File: src/rtl/rf_wr_sched_if.sv
// rtl/rf_wr_sched_if.sv - issue, writeback request and register file write bundle
interface rf_wr_sched_if #(
   parameter int DATA_W = 16,
   parameter int ADDR_W = 3
);
   localparam int NREG = 1 << ADDR_W;

   logic              rsv_en;
   logic [ADDR_W-1:0] rsv_addr;
   logic              req0;
   logic [ADDR_W-1:0] addr0;
   logic [DATA_W-1:0] data0;
   logic              gnt0;
   logic              req1;
   logic [ADDR_W-1:0] addr1;
   logic [DATA_W-1:0] data1;
   logic              gnt1;
   logic              wr;
   logic [ADDR_W-1:0] waddr;
   logic [DATA_W-1:0] wdata;
   logic [NREG-1:0]   busy;
   logic [1:0]        err;

   modport master (
      output rsv_en, rsv_addr,
      output req0, addr0, data0,
      output req1, addr1, data1,
      input  gnt0, gnt1,
      input  wr, waddr, wdata, busy, err
   );

   modport slave (
      input  rsv_en, rsv_addr,
      input  req0, addr0, data0,
      input  req1, addr1, data1,
      output gnt0, gnt1,
      output wr, waddr, wdata, busy, err
   );
endinterface

File: src/rtl/rf_wr_sched.sv
// rtl/rf_wr_sched.sv - round-robin register file write port scheduler with busy scoreboard
module rf_wr_sched #(
   parameter int DATA_W = 16,
   parameter int ADDR_W = 3
) (
   input  logic          clk,
   input  logic          rstn,
   rf_wr_sched_if.slave  bus
);
   localparam int NREG = 1 << ADDR_W;

   logic              wr_q;
   logic [ADDR_W-1:0] waddr_q;
   logic [DATA_W-1:0] wdata_q;
   logic              last_q;
   logic [NREG-1:0]   busy_q;
   logic [1:0]        err_q;

   logic              g0;
   logic              g1;
   logic [NREG-1:0]   set_vec;
   logic [NREG-1:0]   clr_vec;
   logic              err0_hit;
   logic              err1_hit;

   // Round-robin arbitration: on a conflict the port not granted last wins
   always_comb begin
      g0 = 1'b0;
      g1 = 1'b0;
      if (bus.req0 && bus.req1) begin
         g0 = last_q;
         g1 = ~last_q;
      end else begin
         g0 = bus.req0;
         g1 = bus.req1;
      end
   end

   // Scoreboard set/clear vectors and error detection for this edge
   always_comb begin
      set_vec = '0;
      clr_vec = '0;
      if (bus.rsv_en) set_vec[bus.rsv_addr] = 1'b1;
      if (wr_q)       clr_vec[waddr_q]      = 1'b1;
      err0_hit = bus.rsv_en & busy_q[bus.rsv_addr] & ~clr_vec[bus.rsv_addr];
      err1_hit = wr_q & ~busy_q[waddr_q];
   end

   // Write stage register, arbitration history, scoreboard and sticky errors
   always_ff @(posedge clk) begin
      if (!rstn) begin
         wr_q    <= 1'b0;
         waddr_q <= '0;
         wdata_q <= '0;
         last_q  <= 1'b1;
         busy_q  <= '0;
         err_q   <= 2'b00;
      end else begin
         wr_q <= g0 | g1;
         if (g1) begin
            waddr_q <= bus.addr1;
            wdata_q <= bus.data1;
            last_q  <= 1'b1;
         end else if (g0) begin
            waddr_q <= bus.addr0;
            wdata_q <= bus.data0;
            last_q  <= 1'b0;
         end
         // Reserve wins over a same-edge clear of the same register
         busy_q <= (busy_q & ~clr_vec) | set_vec;
         err_q  <= err_q | {err1_hit, err0_hit};
      end
   end

   assign bus.gnt0  = g0;
   assign bus.gnt1  = g1;
   assign bus.wr    = wr_q;
   assign bus.waddr = waddr_q;
   assign bus.wdata = wdata_q;
   assign bus.busy  = busy_q;
   assign bus.err   = err_q;
endmodule

File: src/flat_wrapper.sv
// flat-port wrapper written by rule: the top's interface ports become plain ports
module rf_wr_sched_flat 
#(
   parameter int DATA_W = 16,
   parameter int ADDR_W = 3
)
  (clk, rstn, bus_rsv_en, bus_rsv_addr, bus_req0, bus_addr0, bus_data0, bus_req1, bus_addr1, bus_data1, bus_gnt0, bus_gnt1, bus_wr, bus_waddr, bus_wdata, bus_busy, bus_err);
  rf_wr_sched_if #(.DATA_W(DATA_W), .ADDR_W(ADDR_W)) bus_i ();
  input  logic clk;
  input  logic rstn;
  input wire logic [$bits(bus_i.rsv_en)-1:0] bus_rsv_en;
  input wire logic [$bits(bus_i.rsv_addr)-1:0] bus_rsv_addr;
  input wire logic [$bits(bus_i.req0)-1:0] bus_req0;
  input wire logic [$bits(bus_i.addr0)-1:0] bus_addr0;
  input wire logic [$bits(bus_i.data0)-1:0] bus_data0;
  input wire logic [$bits(bus_i.req1)-1:0] bus_req1;
  input wire logic [$bits(bus_i.addr1)-1:0] bus_addr1;
  input wire logic [$bits(bus_i.data1)-1:0] bus_data1;
  output wire logic [$bits(bus_i.gnt0)-1:0] bus_gnt0;
  output wire logic [$bits(bus_i.gnt1)-1:0] bus_gnt1;
  output wire logic [$bits(bus_i.wr)-1:0] bus_wr;
  output wire logic [$bits(bus_i.waddr)-1:0] bus_waddr;
  output wire logic [$bits(bus_i.wdata)-1:0] bus_wdata;
  output wire logic [$bits(bus_i.busy)-1:0] bus_busy;
  output wire logic [$bits(bus_i.err)-1:0] bus_err;
  assign bus_i.rsv_en = bus_rsv_en;
  assign bus_i.rsv_addr = bus_rsv_addr;
  assign bus_i.req0 = bus_req0;
  assign bus_i.addr0 = bus_addr0;
  assign bus_i.data0 = bus_data0;
  assign bus_i.req1 = bus_req1;
  assign bus_i.addr1 = bus_addr1;
  assign bus_i.data1 = bus_data1;
  assign bus_gnt0 = bus_i.gnt0;
  assign bus_gnt1 = bus_i.gnt1;
  assign bus_wr = bus_i.wr;
  assign bus_waddr = bus_i.waddr;
  assign bus_wdata = bus_i.wdata;
  assign bus_busy = bus_i.busy;
  assign bus_err = bus_i.err;
  rf_wr_sched #(.DATA_W(DATA_W), .ADDR_W(ADDR_W)) u_core (.clk(clk), .rstn(rstn), .bus(bus_i));
endmodule
File: config.mk
export PLATFORM = sky130hd
export DESIGN_NAME = rf_wr_sched_flat
export DESIGN_NICKNAME = d
export VERILOG_FILES = /design/src/rtl/rf_wr_sched_if.sv /design/src/rtl/rf_wr_sched.sv /design/src/flat_wrapper.sv
export SDC_FILE = /design/constraint.sdc
export NUM_CORES = 1
export LEC_CHECK = 0
export BUFFER_PORTS_ARGS = -buffer_cell sky130_fd_sc_hd__buf_4
export CAP_MARGIN = 20
export CORE_MARGIN = 3
export CORE_UTILIZATION = 44
export DETAILED_ROUTE_END_ITERATION = 10
export HOLD_SLACK_MARGIN = 0.1
export PLACE_DENSITY = 0.87
export SLEW_MARGIN = 15
export SYNTH_ARGS = -nofsm -noshare
export SYNTH_HDL_FRONTEND = slang
export SYNTH_SLANG_ARGS = --single-unit
File: constraint.sdc
create_clock -name clk -period 1.7 [get_ports clk]
set_input_delay 0.255 -clock clk [delete_from_list [all_inputs] [get_ports clk]]
set_output_delay 0.255 -clock clk [all_outputs]
set_load 0.01 [all_outputs]
## After elaboration in Yosys (flattened, before gate mapping)

Index checks and enable logic that the tools add are counted.
W data, S select, Z words.

| word-level totals | value |
|---|---|
| register bits | 31 |
| output and inout bits | 32 |
| word-level logic and storage cells | 45 |
| input bits | 46 |

| cells by class | value |
|---|---|
| multiplexer cells | 18 |
| bitwise operators | 12 |
| reductions and logical operators | 5 |
| $lt $le $gt $ge | 4 |

Operators by type and width:

| kind | number |
|---|---|
| $mux W16 | 2 |
| $mux W8 | 2 |
| $bmux W1 S3 | 3 |
| $and A8 B8 Y8 | 1 |
| $lt A3 B4 Y1 const B | 2 |
| $not A8 Y8 | 1 |
| $or A8 B8 Y8 | 1 |
| $mux W1 | 7 |
| $demux W1 S3 | 2 |
| $ge A3 B1 Y1 const B | 2 |
| $mux W3 | 2 |
| $not A1 Y1 | 4 |
| $and A1 B1 Y1 | 3 |
| $logic_and A1 B1 Y1 | 3 |
| $or A2 B2 Y2 | 1 |
| $reduce_bool A2 Y1 | 1 |
| $reduce_or A2 Y1 | 1 |
| $or A1 B1 Y1 | 1 |

## Depth between registers and ports, before layout

| depth | value |
|---|---|
| depth in word-level cells | 10 |
| gate-level depth with buffers | 4 |
| gate-level depth less buffers | 3 |

## Worst setup path after synthesis

No wires, ideal clock.

| timing | value |
|---|---|
| path type | reg-to-reg |
| start | register u_core.waddr_q[1] (netlist: u_core.bus.waddr[1]) |
| end | register u_core.err_q[1] (netlist: u_core.bus.err[1]) |
| data arrival time | 1.407 ns |
| path buffers | 0 |
| stages on the path, launching flop included | 4 |
| setup slack | 0.226 ns |
| setup time | 0.067 ns |
| required time | 1.633 ns |
| cell sequence | dfxtp_1 > mux4_1 > mux2_4 > o21ai_2 |

| between the ends | value |
|---|---|
| word-level cells in the longest chain between the ends | 5 |

Ends and longest elaborated chain:

| element | RTL line | text |
|---|---|---|
| start, declared | rf_wr_sched.sv:13 | `logic [ADDR_W-1:0] waddr_q;` |
| start signal, assigned | rf_wr_sched.sv:61 | `waddr_q <= bus.addr1;` |
| start signal, assigned | rf_wr_sched.sv:65 | `waddr_q <= bus.addr0;` |
| $bmux W1 S3 | rf_wr_sched.sv:46 | `err1_hit = wr_q & ~busy_q[waddr_q];` |
| $mux W1 (not written as such) | rf_wr_sched.sv:46 |  |
| $not A1 Y1 | rf_wr_sched.sv:46 |  |
| $and A1 B1 Y1 | rf_wr_sched.sv:46 |  |
| $or A2 B2 Y2 | rf_wr_sched.sv:71 | `err_q <= err_q \| {err1_hit, err0_hit};` |
| end signal, assigned | rf_wr_sched.sv:71 |  |
| end, declared | rf_wr_sched.sv:17 | `logic [1:0] err_q;` |

No other way between the ends. The select of a mux whose other input is x is not followed.
A chain may end at the register's enable or synchronous reset.

## Worst setup path in the final report

| timing | value |
|---|---|
| start | register u_core.last_q |
| end | output bus_gnt1 |

| between the ends | value |
|---|---|
| word-level cells in the longest chain between the ends | 2 |

Ends and longest elaborated chain:

| element | RTL line | text |
|---|---|---|
| start, declared | rf_wr_sched.sv:15 | `logic last_q;` |
| start signal, assigned | rf_wr_sched.sv:55 | `last_q <= 1'b1;` |
| start signal, assigned | rf_wr_sched.sv:63 | `last_q <= 1'b1;` |
| start signal, assigned | rf_wr_sched.sv:67 | `last_q <= 1'b0;` |
| $not A1 Y1 | rf_wr_sched.sv:32 | `g1 = ~last_q;` |
| $mux W1 | rf_wr_sched.sv:30 | `if (bus.req0 && bus.req1) begin` |
| end, declared | flat_wrapper.sv:20 | `output wire logic [$bits(bus_i.gnt1)-1:0] bus_gnt1;` |

No other way between the ends.

==> impl_metrics.tcl <==
set metrics [dict create \
    ioPinCount 78 \
    cts.repair.resized 0 \
    result_of_the_run "finished clean" \
    area_growth_pct 48.1 \
    total_via_count_in_the_routed_design 1471 \
    pre_cts_ws_ns 0.367 \
    slowest_stage_delay_on_critical_path_ns 0.35 \
    synth_enable_flop_cells 0 \
    final_net_count 288 \
    yosys_warnings 0 \
    setup_slack_ns 0.211 \
    fin_worst_hold_slack_ns 0.188 \
    drive_above_1_share_pct 40.9 \
    htree_levels 2 \
    fin_crit_ns 1.49 \
    period_share_pct 87.6 \
    grt_pass1_vias 1434 \
    path_class "flip-flop to output pin" \
    hp-class "input port to flip-flop" \
    effective_utilization_at_floorplan_pct 47.2 \
    clock_path_buffers 2 \
    netlist-cell-type-count 27 \
    detail-route-antenna-nets 0 \
    synth.cell_area_mm2 0.00148 \
    part_of_the_yosys_area_used_for_sequential_elements_pct 42.0 \
    synth_area_per_cell_um2 9.17 \
    most_frequent_cell_on_the_critical_path "sky130_fd_sc_hd__buf_4" \
    final_setup_tns_ns 0 \
    cell_with_the_biggest_individual_delay_on_the_critical_path "sky130_fd_sc_hd__dfxtp_1" \
    worstSkewPairLatency_ns 0.32 \
    die_width_um 63.9 \
    viasPerCell 5.14 \
    dpl_cell_area_mm2 0.00212 \
    die-area_mm2 0.00409 \
    cp.required_ns 1.44 \
    totalWireLength_um 3920 \
    timing.clock.skew_ns 0.00733 \
    total_of_max_cap_violations 0 \
    n_antenna_cell 0 \
    finalInstanceArea_mm2 0.00219 \
    start_kind "flip-flop" \
    ys_async_sr_fraction_pct 0 \
    syn_nets 207 \
    finalMaxSlewViolations 0 \
    path_max_fanout 13 \
    postCtsSetupBuffers 0 \
    rsz0062_at_grt "false" \
    postCtsHoldBufs 0 \
    synth_flop_cell "sky130_fd_sc_hd__dfxtp_1" \
    leakagePower_uw 0.000983 \
    clock_tree.root_cell "sky130_fd_sc_hd__clkbuf_4" \
    clock_sinks 31 \
    fp-row-count 20 \
    firstDrtPassIters 4 \
    gp_routability_congestion 0.907 \
    timing.critical_path.to_type "output pin" \
    synth_cells 161 \
    fmaxAchievable_mhz 672 \
    place_hpwl_um 3050 \
    grt_max_degree 16 \
    gr_overflow_total 0 \
    critical_path_arrival_ns 1.23 \
    cts_buffers 5 \
    die-height_um 63.9 \
    path_cells "a21boi_2 -> buf_4 -> buf_4" \
    grt_pass1_wl_um 6350 \
    clkTransAtPathRegs_ns 0.09 \
    port_buffers 77 \
    initial_antenna_violation_count 0 \
    pwr_density_cell_mw_per_mm2 790 \
    layout.cells.most_common "sky130_fd_sc_hd__buf_4" \
    tritoncts "yes" \
    iteration_0_drc_markers 50 \
    slew_headroom_pct 75.0 \
    tightestPinTransition_ns 0.375 \
    globalRouteTotalUtil_pct 19.8 \
    finalHoldViolCount 0 \
    postSynthRegisterBits 31 \
    drc 0 \
    wl_per_cell_um 13.7 \
    most-common-layout-cells "85 x sky130_fd_sc_hd__buf_4, 31 x sky130_fd_sc_hd__dfxtp_1, 30 x sky130_fd_sc_hd__nand2_1" \
    vdd.ir_drop.worst_mv 0.501 \
    report.final.setup_viol 0 \
    power.total_uw 1730 \
    standard_cell_core_area_mm2 0.00313 \
]
## routing by layer
metal	GRT usage, %	part of all wire, %
met1	21.7	38
met2	35.4	54
met3	5.45	6.7
met4	8.63	1.3
met5	0	0
## synthesized netlist by cell type (2+ instances only)
master | count | area, µm²
sky130_fd_sc_hd__o31ai_1 | 2 | 15.0
sky130_fd_sc_hd__inv_1 | 2 | 7.51
sky130_fd_sc_hd__mux2_2 | 2 | 22.5
sky130_fd_sc_hd__dfxtp_1 | 31 | 621
sky130_fd_sc_hd__clkbuf_1 | 3 | 11.3
sky130_fd_sc_hd__o21ai_0 | 26 | 130
sky130_fd_sc_hd__mux4_2 | 2 | 45.0
sky130_fd_sc_hd__buf_2 | 7 | 35.0
sky130_fd_sc_hd__a21boi_0 | 9 | 67.6
sky130_fd_sc_hd__mux2i_1 | 19 | 190
sky130_fd_sc_hd__o21ai_1 | 3 | 15.0
sky130_fd_sc_hd__nor2_1 | 2 | 7.51
sky130_fd_sc_hd__nand2b_1 | 3 | 18.8
sky130_fd_sc_hd__xnor2_1 | 3 | 26.3
sky130_fd_sc_hd__nand2_1 | 30 | 113
sky130_fd_sc_hd__nor2b_1 | 3 | 18.8
sky130_fd_sc_hd__nand3_1 | 4 | 20.0
## logic make-up (layout without fill, tap and decap cells)
family	Yosys count	in the layout	share of synthesized area, %
XOR/XNOR	3	3	1.78
AND/OR/NAND/NOR	46	46	14.4
flip-flops	31	31	42.0
multiplexers	25	25	20.3
AO/OA/AOI/OAI	43	43	17.1
buffers and inverters	13	94	4.41
## per-stage QoR
| stage | utilization (%) | std cells |
|---|---|---|
| 2_1_floorplan | - | 161 |
| 3_3_place_gp | 67.6 | 279 |
| 3_5_place_dp | 67.6 | 279 |
| 4_1_cts | 69.9 | 286 |
| 5_1_grt | 69.9 | 286 |
| 6_report | 69.9 | 286 |
## flip-flops by register name, indices dropped and copies added (netlist names)
name,count
u_core.bus.waddr,3
u_core.bus.wdata,16
u_core.bus.err,2
u_core.bus.busy,8
u_core.bus.wr,1
u_core.last_q,1
## path summary, 6_finish.rpt
check | from | slack (ns) | to | depth (start not counted)
worst max-delay path | u_core.last_q | 0.21 | bus_gnt1 | 3
worst min-delay path | rstn | 0.19 | u_core.last_q | 2
worst max register to register | u_core.bus.waddr[1] | 0.34 | u_core.bus.err[1] | 3
worst min register to register | u_core.bus.wdata[14] | 0.46 | u_core.bus.wdata[14] | 2
## worst max-delay path: cells and delay by family (launching register included)
family | cells | cell delay (ns)
buffers and inverters | 2 | 0.42
flip-flops | 1 | 0.35
AO/OA/AOI/OAI | 1 | 0.15
## area by class of cell
type	instances	area, µm²
clock buffer	6	41.3
clock inverter	1	30.0
fill	262	941
inverter	2	7.51
multi-input combinational	117	795
sequential	31	621
tap	44	55.1
timing repair buffer	85	638
## power by group
part | switching (µW) | total, µW | internal (µW)
registers | 36.0 | 813 | 777
logic | 159 | 372 | 213
clock network | 239 | 542 | 303
total | 434 | 1730 | 1290
Power figures use the tool's default switching activity.
